<file path="config.mk">
export PLATFORM = sky130hd
export DESIGN_NAME = pair_triple_frame_ctrl
export DESIGN_NICKNAME = d
export VERILOG_FILES = /design/src/rtl/pair_triple_frame_ctrl.sv
export SDC_FILE = /design/constraint.sdc
export NUM_CORES = 1
export LEC_CHECK = 0
export BUFFER_PORTS_ARGS = -buffer_cell sky130_fd_sc_hd__buf_2
export CAP_MARGIN = 20
export CORE_MARGIN = 5
export CORE_UTILIZATION = 46
export CTS_BUF_LIST = sky130_fd_sc_hd__clkbuf_8 sky130_fd_sc_hd__clkbuf_16
export DETAILED_ROUTE_END_ITERATION = 10
export PLACE_DENSITY = 0.72
export SLEW_MARGIN = 20
export SYNTH_ARGS = -nofsm -noshare
export SYNTH_HDL_FRONTEND = slang
export SYNTH_SLANG_ARGS = --single-unit
</file>
<file path="constraint.sdc">
create_clock -name clk -period 1.4 [get_ports clk]
set_input_delay 0.14 -clock clk [delete_from_list [all_inputs] [get_ports clk]]
set_output_delay 0.14 -clock clk [all_outputs]
set_load 0.005 [all_outputs]
</file>
<file path="src/rtl/pair_triple_frame_ctrl.sv">
// pair_triple_frame_ctrl: runs FRAME_LEN 3-bit samples through a pair/triple
// hit detector, counts the hits and returns a one-word frame summary.
// Ports: clk, rst_n (async, active-low), start (level, sampled in idle),
//   in_val/in_rdy/in_data[2:0] sample handshake,
//   out_val/out_rdy/out_count[CNT_W-1:0]/out_all summary handshake,
//   busy (high while scanning or reporting).
// Optional macro PTD_RUN_TRACK_EN adds run_max[CNT_W-1:0], the longest run
//   of consecutive hit samples in the frame.
module pair_triple_frame_ctrl #(
   parameter int FRAME_LEN = 8,
   parameter int CNT_W     = $clog2(FRAME_LEN + 1)
) (
   input  logic             clk,
   input  logic             rst_n,
   input  logic             start,
   input  logic             in_val,
   output logic             in_rdy,
   input  logic [2:0]       in_data,
   output logic             out_val,
   input  logic             out_rdy,
   output logic [CNT_W-1:0] out_count,
   output logic             out_all,
   output logic             busy
`ifdef PTD_RUN_TRACK_EN
   ,
   output logic [CNT_W-1:0] run_max
`endif
);

   typedef enum logic [1:0] {
      IDLE,
      SCAN,
      REPORT
   } state_t;

   localparam logic [CNT_W-1:0] LAST_IDX = CNT_W'(FRAME_LEN - 1);
   localparam logic [CNT_W-1:0] FULL     = CNT_W'(FRAME_LEN);

   state_t           state;
   state_t           state_d;
   logic             hit;
   logic             accept;
   logic             last;
   logic             clr;
   logic             load;
   logic [CNT_W-1:0] idx;
   logic [CNT_W-1:0] acc;
   logic [CNT_W-1:0] sum;

   // pair (in0 & in1) or lone in2 with both low bits clear
   assign hit = (in_data[0] & in_data[1]) |
                (~in_data[0] & ~in_data[1] & in_data[2]);

   assign in_rdy = (state == SCAN);
   assign busy   = (state != IDLE);
   assign accept = in_val & in_rdy;
   assign last   = (idx == LAST_IDX);
   assign sum    = acc + CNT_W'(hit);

   always_ff @(posedge clk or negedge rst_n) begin
      if (!rst_n) begin
         state <= IDLE;
      end else begin
         state <= state_d;
      end
   end

   always_comb begin
      state_d = state;
      clr     = 1'b0;
      load    = 1'b0;
      unique case (state)
         IDLE: begin
            if (start) begin
               state_d = SCAN;
               clr     = 1'b1;
            end
         end
         SCAN: begin
            if (accept && last) begin
               state_d = REPORT;
               load    = 1'b1;
            end
         end
         REPORT: begin
            // a start on the handshake cycle chains straight into a new frame
            if (out_rdy) begin
               if (start) begin
                  state_d = SCAN;
                  clr     = 1'b1;
               end else begin
                  state_d = IDLE;
               end
            end
         end
         default: begin
            state_d = IDLE;
         end
      endcase
   end

   always_ff @(posedge clk or negedge rst_n) begin
      if (!rst_n) begin
         idx <= '0;
         acc <= '0;
      end else if (clr) begin
         idx <= '0;
         acc <= '0;
      end else if (accept) begin
         idx <= idx + 1'b1;
         acc <= sum;
      end
   end

   always_ff @(posedge clk or negedge rst_n) begin
      if (!rst_n) begin
         out_val   <= 1'b0;
         out_count <= '0;
         out_all   <= 1'b0;
      end else begin
         out_val <= (state_d == REPORT);
         if (load) begin
            out_count <= sum;
            out_all   <= (sum == FULL);
         end
      end
   end

`ifdef PTD_RUN_TRACK_EN
   logic [CNT_W-1:0] run_cur;
   logic [CNT_W-1:0] run_best;
   logic [CNT_W-1:0] run_nxt;
   logic [CNT_W-1:0] best_nxt;

   assign run_nxt  = hit ? run_cur + 1'b1 : '0;
   assign best_nxt = (run_nxt > run_best) ? run_nxt : run_best;

   always_ff @(posedge clk or negedge rst_n) begin
      if (!rst_n) begin
         run_cur  <= '0;
         run_best <= '0;
         run_max  <= '0;
      end else begin
         if (clr) begin
            run_cur  <= '0;
            run_best <= '0;
         end else if (accept) begin
            run_cur  <= run_nxt;
            run_best <= best_nxt;
         end
         if (load) begin
            run_max <= best_nxt;
         end
      end
   end
`endif

endmodule

</file>
# After elaboration in Yosys (flattened, before gate mapping)
# Index checks and enable logic that the tools add are counted.
totals:
  register_bits: 16
  inputBits: 8
  output_inout_bits: 8
  wordCells: 38
op_classes:
  n_addsub: 2
  n_eq_ne: 5
  muxes: 14
  bitwise_logic: 7
  reduce_logical: 4
ops:
  columns: ["operator", "count"]
  rows:
  - ["4-bit two-way mux", 4]
  - ["2-bit two-way mux", 3]
  - ["2-bit case mux with 3 select lines", 1]
  - ["1-bit two-way mux", 5]
  - ["4-bit by 1-bit adder with 4-bit output", 1]
  - ["4-bit by 1-bit adder with 4-bit output, second input constant", 1]
  - ["1-bit bitwise AND", 4]
  - ["2-bit equality test, second input constant", 2]
  - ["4-bit by 3-bit equality test with 1-bit output, second input constant", 1]
  - ["4-bit equality test, second input constant", 1]
  - ["2-bit nonzero test", 2]
  - ["2-bit by 1-bit equality test with 1-bit output, second input constant", 1]
  - ["2-bit zero test", 1]
  - ["1-bit inverter", 2]
  - ["1-bit case mux with 2 select lines", 1]
  - ["1-bit logical AND", 1]
  - ["1-bit OR", 1]

# Depth between registers and ports, before layout
# Gate-level depths: netlist (run 1).
depth:
  ltp_word: 7
  ltp_mapped: 8
  mapped_depth_nobuf: 8

# Least setup slack after synthesis (run 1)
# OpenSTA, ideal clock, no wires.
synth_path:
  path_kind: "register to register"
  startpoint: "register state[1]"
  endpoint: "register out_count[0]"
  setup_ps: 125
  t_arrival_ps: 1380
  setup_slack_ps: -105
  path_stages_with_launch: 5
  path_buffers: 1
  path_cell_list: "dfrtp_1 -> nand3b_4 -> or3_1 -> buf_6 -> mux2_4"
synth_via:
  elab_chain_cells: 5
synth_rtl:
  columns: ["item", "line", "text"]
  rows:
  - ["from (decl)", "39", "state_t state;"]
  - ["from (signal assigned)", "64", "state <= state_d;"]
  - ["2-bit by 1-bit equality test with 1-bit output *", "54, 72", null]
  - ["1-bit bitwise AND", "56", "assign accept = in_val & in_rdy;"]
  - ["1-bit logical AND", "80", "if (accept && last) begin"]
  - ["1-bit two-way mux", "80", null]
  - ["1-bit two-way mux *", "72", "unique case (state)"]
  - ["to (signal assigned)", "123", "out_count <= sum;"]
  - ["to (decl)", "21", "output logic [CNT_W-1:0] out_count,"]
# Mark *: on every way between the ends. The rest lies on a longest branch, timed or not.
# A chain may end at the register's enable or synchronous reset.

# Worst setup path after layout (run 1)
layout_path:
  startpoint: "register acc[0]"
  endpoint: "register out_all"
layout_via:
  elab_chain_cells: 2
layout_rtl:
  columns: ["item", "line", "text"]
  rows:
  - ["from (decl)", "47", "logic [CNT_W-1:0] acc;"]
  - ["from (signal assigned)", "111", "acc <= sum;"]
  - ["4-bit by 1-bit adder with 4-bit output", "58", "assign sum = acc + CNT_W'(hit);"]
  - ["4-bit equality test", "124", "out_all <= (sum == FULL);"]
  - ["to (signal assigned)", "124", null]
  - ["to (decl)", "22", "output logic out_all,"]
# No other way between the ends.

==> results of run 1 <==
placed cells by master (no fill, tap or decap):
cell,instances
a211o_1,1
a21o_1,1
a21oi_1,1
a22o_1,3
a2bb2oi_1,2
and2_1,1
buf_2,14
buf_4,17
buf_6,3
clkbuf_8,4
dfrtp_1,15
dfrtp_2,1
dlygate4sd3_1,1
ha_2,1
ha_4,2
mux2_2,1
mux2_4,3
nand2_1,3
nand2_2,1
nand2b_1,1
nand3_1,2
nand3b_4,1
nand4b_1,1
nor2_1,3
nor2b_1,2
nor3_4,1
nor3b_1,2
o21a_2,1
o21ai_0,1
o21ai_1,1
o2bb2ai_1,1
o31ai_1,3
or2_2,1
or3_1,2
or3_4,1
xor2_1,1
xor2_2,2
what timing repair did:
action | in CTS | in global routing
hold buffers | 1 | 0
endpoints found under the setup margin | 6 | 8
pin swaps | 3 | 1
resized for setup | 5 | 8
endpoints found under the hold margin | 16 | 0
buffers inserted | 2 | 1
where the power goes:
| part | switching [mW] | internal, mW |
|---|---|---|
| sequential | 0.137 | 0.608 |
| combinational | 0.370 | 0.562 |
| clock | 0.167 | 0.250 |
state kept, by name, indices dropped and copies added (netlist names):
register / flops
acc: 4
out_count: 4
out_all: 1
state: 2
out_val: 1
idx: 4
cells by family (layout without fill, tap and decap cells):
group	count (synthesis)	in the layout	synth area share (%)
buffers and inverters	1	39	1.45
XOR/XNOR	3	3	3.38
flip-flops	16	16	51.5
AND/OR/NAND/NOR	22	22	17.4
multiplexers	4	4	6.76
adder cells (fa/ha/maj)	3	3	4.83
AO/OA/AOI/OAI	15	15	14.7
worst max-delay path, stage by stage, from the launching register on:
cell,delay [ns]
dfrtp_1,0.42
ha_4,0.19
ha_4,0.17
xor2_2,0.15
or3_1,0.31
o31ai_1,0.19
routing by layer:
layer / vias up / track usage (%) / share of wire [%]
met4: 0 / 8.07 / 1.3
met2: 7 / 27.9 / 54
li1: 313 / - / -
met5: - / 0 / 0
met1: 321 / 18.9 / 43
met3: 4 / 2.62 / 2.0
final cells by class:
cell class,count,area share [%]
clock buffer,4,4.79
multi-input combinational,47,37.5
sequential,16,34.9
tap,16,1.74
timing repair buffer,35,21.0
final timing paths:
kind / startpoint / endpoint / slack, ns / depth (start not counted)
max: acc[0] / out_all / -0.11 / 5
min: start / idx[2] / 0.29 / 4
max reg2reg: acc[0] / out_all / -0.11 / 5
min reg2reg: out_count[0] / out_count[0] / 0.51 / 1
max in group asynchronous: rst_n / state[0] / 0.78 / 2
min in group asynchronous: rst_n / idx[0] / 0.34 / 2
per-stage QoR:
stage / setup WS (ns) / util [%] / hold WS [ns] / total power [mW]
detailed placement: -0.188 / 63.6 / 0.0767 / 1.51
finish: -0.113 / 73.8 / 0.292 / 2.09
global placement: -0.111 / 63.6 / 0.0670 / 1.46
CTS: -0.109 / 70.7 / 0.280 / 2.01
floorplan: -0.0808 / - / -0.156 / 1.11
global route: -0.146 / 73.8 / 0.314 / 2.22
==> qor.yml, run 1 <==
pwr:
  p_per_area_nw_per_um2: 1820
  ir_worst_vdd_mv: 1.39
  p_leak_nw: 0.575
global_route:
  grt_max_degree: 17
  antenna_found_initial: 0
  globalRoute.totalOverflow: 0
  grt_pass1_wl_um: 3080
  grt_usage_pct: 16.0
  grt_pass1_vias: 657
synthesis:
  syn_area_sq_um: 777
  synth_top_area_share_pct: 51.5
  synth_area_leader_cell: "dfrtp_1"
  synth_edf_count: 0
  yosys_warnings: 0
  synth_top_flop_cell: "dfrtp_1"
  synth_seq_cells: 16
  synth_common_cells: "16 x dfrtp_1, 4 x nand2_1"
  yosysSeqAreaShare_pct: 51.5
  synth_cells: 64
  yosysMostFrequentCell: "dfrtp_1"
  syn-num-nets: 75
  synth.distinct_cells: 29
  yosys-top-cells-area: "dfrtp_1 52%, ha_1 4.8%, mux2_4 3.9%, a22o_1 3.4%, xor2_1 3.4%"
  avgSynthCellArea_sq_um: 12.1
  synthArstFlopShare_pct: 100
sta:
  relSlewSlack_pct: 76.4
  rsz0062_at_grt: "yes"
  fin_tns_setup_ns: -0.186
  final_max_slew_viol_count: 0
  fin_crit_ns: 1.51
  fin_ws_ns: -0.113
  worstMarginPinSlew_ns: 0.354
  post-route-period-util_pct: 108
  finalClockSkew_ns: 0.00296
  setup_viol: 5
  max_freq_mhz: 661
  timing.final.hold_violations: 0
final_layout:
  syn_to_final_growth_pct: 48.0
  multi_input_area_sq_um: 432
  instances_no_fill: 118
  drive_gt1_share_pct: 52.9
  design_area_sq_um: 1150
  final-seq-area_sq_um: 402
  diodes: 0
  fin_nets: 114
  fill_cells: 103
drt:
  ant_nets: 0
  vias_per_cell: 5.47
  drtIter0Drc: 3
  via_count: 645
  drt_pass1_iterations: 4
  drcViolationCount: 0
  wl_um: 2020
  routedWlPerCell_um: 17.1
outcome:
  failed_checks: "negative setup slack"
  status: "finished, violations left"
cts:
  cts-root-buf: "clkbuf_8"
  clk_latency_ns: 0.25
  htree_num_levels: 1
  cts_tree: "built"
  path_clk_slew_ns: 0.07
  cts.sinks: 16
  clockBufferDepth: 2
  numCtsBuffers: 3
placed_design:
  port_buffers: 15
  place_area_sq_um: 991
  dp_hpwl_um: 1360
  place.gp.congestion: 0.770
  placedCellCount: 110
die:
  io_pins: 16
  start_util_pct: 49.8
  die_w_um: 51.1
  die_h_um: 51.1
  row_count: 14
  fp.coreArea_sq_um: 1560
  dieArea_sq_um: 2610
setup_path:
  cp.arrival_ns: 1.68
  cp_data_required_time_ns: 1.56
  cp-end-kind: "register"
  cp_max_fo: 2
  critPathKind: "register to register"
  cp-start-kind: "register"
hold_path:
  hp-class: "primary input to register"
run:
  drv_cap: 0
Note: power is estimated with default switching activity, not from simulation.
==> inputs of run 2 (changes only) <==
- ABC_AREA: unset -> 1
- CORE_UTILIZATION: 46 -> 47
==> run 2 against run 1 <==
  * The flow now finishes without violations
  * Fmax is 15% higher
  * Non-clock buffer count decreased by 16
  * Die area rose by 1.6%
  * Clock skew fell by 0.0012 ns
  * Core utilization down 15 points
  * Wire length down 21%
  * Final cell count up 15%
  * Cell area fell by 14%
  * Via count rose by 8.4%
  * Clock-buffer cell count is the same
  * Global-route usage fell by 1.3 points
  * Critical endpoint unchanged
  * Largest cell class is now registers
  * Largest power group is now registers
==> qor.yml, run 2 <==
cts:
  clockBufferDepth: 2  # unchanged
  numCtsBuffers: 3  # unchanged
  cts-root-buf: "clkbuf_8"
  path_clk_slew_ns: 0.06  # about the same
  htree_num_levels: 1  # unchanged
  cts_tree: "built"
  clk_latency_ns: 0.25  # about the same
  post_cts_buffers: 0  # -2
  cts.sinks: 16  # unchanged
final_layout:
  fill_cells: 153  # +49%
  fin_nets: 131  # +15%
  syn_to_final_growth_pct: 21.6
  final_common_cell: "nand2_1"
  final_cell_mix: "27 x nand2_1, 16 x dfrtp_1, 15 x buf_2"
  drive_gt1_share_pct: 25.2  # -28 points
  design_area_sq_um: 985  # -14%
  reg_top3: "acc (4), idx (4), out_count (4)"
  diodes: 0  # unchanged
placed_design:
  port_buffers: 15  # unchanged
  post-place-ws_ns: 0.00854  # +0.196 ns
  place.gp.congestion: 0.793  # +2.9%
  dp_hpwl_um: 1230  # -9.2%
  place_area_sq_um: 917  # -7.4%
die:
  row_count: 15  # +1
  fp.coreArea_sq_um: 1690  # +8.3%
  die_w_um: 51.5  # +0.78%
  die_h_um: 51.5  # +0.78%
  io_pins: 16  # unchanged
  start_util_pct: 47.9  # -1.9 points
  dieArea_sq_um: 2650  # +1.6%
setup_path:
  r2r_slack_ns: 0.09  # +0.20 ns
  r2r_end: "out_all"
  slowest_stage: "dfrtp_1"
  critPathKind: "register to register"
  crit_family: "adder cells"
  cp_data_required_time_ns: 1.59  # +0.03 ns
  r2r-start: "acc[0]"
  crit_top_cell: "nand2_1"
  cp_num_buf_inv: 1  # +1
  cp-end-kind: "register"
  cp-start-kind: "register"
  r2r_cells: 7  # +2
  cp.arrival_ns: 1.50  # -0.18 ns
  cp_max_fo: 3  # +1
  max_stage_delay_ns: 0.39  # -0.03 ns
  crit_path_cell_trace: "ha_2, ha_1, inv_1, nand2_1, nor2_1, nand3_1, nand2_1"
synthesis:
  synth.distinct_cells: 18  # -38%
  yosysSeqAreaShare_pct: 49.5  # -2.1 points
  synth_edf_count: 0  # unchanged
  synthArstFlopShare_pct: 100  # unchanged
  synth_top_area_share_pct: 49.5  # -2.1 points
  synth_top_flop_cell: "dfrtp_1"
  synth_common_cells: "27 x nand2_1, 16 x dfrtp_1, 12 x inv_1, 12 x nand3_1, 7 x o21ai_0"
  synth_seq_cells: 16  # unchanged
  synth_area_leader_cell: "dfrtp_1"
  synth_cells: 97  # +52%
  syn-num-nets: 108  # +44%
  avgSynthCellArea_sq_um: 8.35  # -31%
  syn_area_sq_um: 810  # +4.2%
  yosys-top-cells-area: "dfrtp_1 49%, nand2_1 13%, nand3_1 7.4%, inv_1 5.6%, ha_1 4.6%"
  yosys_warnings: 0  # unchanged
  yosysMostFrequentCell: "nand2_1"
hold_path:
  hp-class: "primary input to register"
  whs_endpoint: "state[0]"
  whs_path_depth: 3  # -1
  worstHoldStart: "out_rdy"
drt:
  ant_nets: 0  # unchanged
  drtIter0Drc: 7  # +4
  via_count: 699  # +8.4%
  wl_um: 1590  # -21%
  drcViolationCount: 0  # unchanged
  routedWlPerCell_um: 11.7  # -31%
  vias_per_cell: 5.14  # -6.0%
  drt_pass1_iterations: 4  # unchanged
run:
  drv_cap: 0  # unchanged
sta:
  finalClockSkew_ns: 0.00178  # -0.00118 ns
  relSlewSlack_pct: 75.8  # -0.61 points
  setup_viol: 0  # -5
  fin_tns_setup_ns: 0  # +0.186 ns
  rsz0062_at_grt: "no"
  worstMarginPinSlew_ns: 0.363  # +0.00913 ns
  timing.final.hold_violations: 0  # unchanged
  post-route-period-util_pct: 93.8  # -14 points
  fin_crit_ns: 1.31  # -0.201 ns
  final_max_slew_viol_count: 0  # unchanged
  fin_ws_ns: 0.0875  # +0.201 ns
  max_freq_mhz: 762  # +15%
global_route:
  grt_pass1_vias: 694  # +5.6%
  grt_pass1_wl_um: 2900  # -5.8%
  antenna_found_initial: 0  # unchanged
  grt_usage_pct: 14.7  # -1.3 points
  globalRoute.totalOverflow: 0  # unchanged
  grt_max_degree: 17  # unchanged
pwr:
  p_leak_nw: 0.536  # -6.9%
  p_per_area_nw_per_um2: 1880  # +3.2%
  ir_worst_vdd_mv: 1.09  # -21%
  power_mw: 1.85  # -12%
outcome:
  status: "complete, no violations"
-- run 2: cell types whose count changed in the layout (fill, tap and decap cells not counted), moves of 3 or more --
cell and delta:
nand2_1 +24, buf_4 -14, inv_1 +12, nand3_1 +10
o21ai_0 +6, a22o_1 -3, buf_6 -3, mux2_4 -3
o31ai_1 -3
-- run 2: repair_timing --
item | in CTS | in global routing
hold endpoints to repair | 16 | 0
hold buffers | 1 | 0
setup endpoints to repair | 0 | 1
resized for setup | 0 | 1
-- run 2: worst max path at each step --
stage          cells past startpoint  endpoint  startpoint
6_report                           7   out_all      acc[0]
5_1_grt                            7   out_all      acc[0]
4_1_cts                            7   out_all      acc[0]
3_5_place_dp                      11   out_all  in_data[1]
3_3_place_gp                      12   out_all  in_data[1]
2_1_floorplan                      7   out_all      acc[0]
-- run 2: worst min-delay path: stages --
cell and delay, ns:
buf_2 0.08, nand4_1 0.09, nand3_1 0.09
-- run 2: layout make-up --
class	count	area, sq um	share of cell area, %
flip-flops and latches	16	400	40.7
well taps	17	21.3	2.16
repair buffers	19	108	10.9
multi-input cells	66	347	35.2
inverters	14	53.8	5.46
clock buffers	4	55.1	5.59
-- run 2: per-layer routing --
layer	wire, um	vias to the layer above	GRT usage (%)
met5	0	-	0
met4	38	0	7.86
met3	63	5	3.15
met2	793	13	25.6
met1	698	323	16.7
li1	-	358	-
-- run 2: cell families after synthesis --
group	after synthesis	share of synthesized area, %
and+or+nand+nor	50	28.4
DFF	16	49.5
buffers and inverters	15	8.04
AOI/OAI and AO/OA	13	9.43
adders and majority gates	3	4.64
-- run 2: where the power goes --
part           switching, mW  leakage (nW)  total (mW)  internal, mW
sequential             0.129         0.210       0.758         0.630
combinational          0.397         0.297       0.686         0.289
clock                  0.158        0.0288       0.407         0.250
-- run 2: through the flow --
step	cells	hold WS, ns	utilization (%)
detailed placement	131	0.0761	54.3
global placement	131	0.0676	54.3
finish	136	0.185	58.3
global route	136	0.202	58.3
CTS	136	0.185	58.1
floorplan	97	-0.156	-
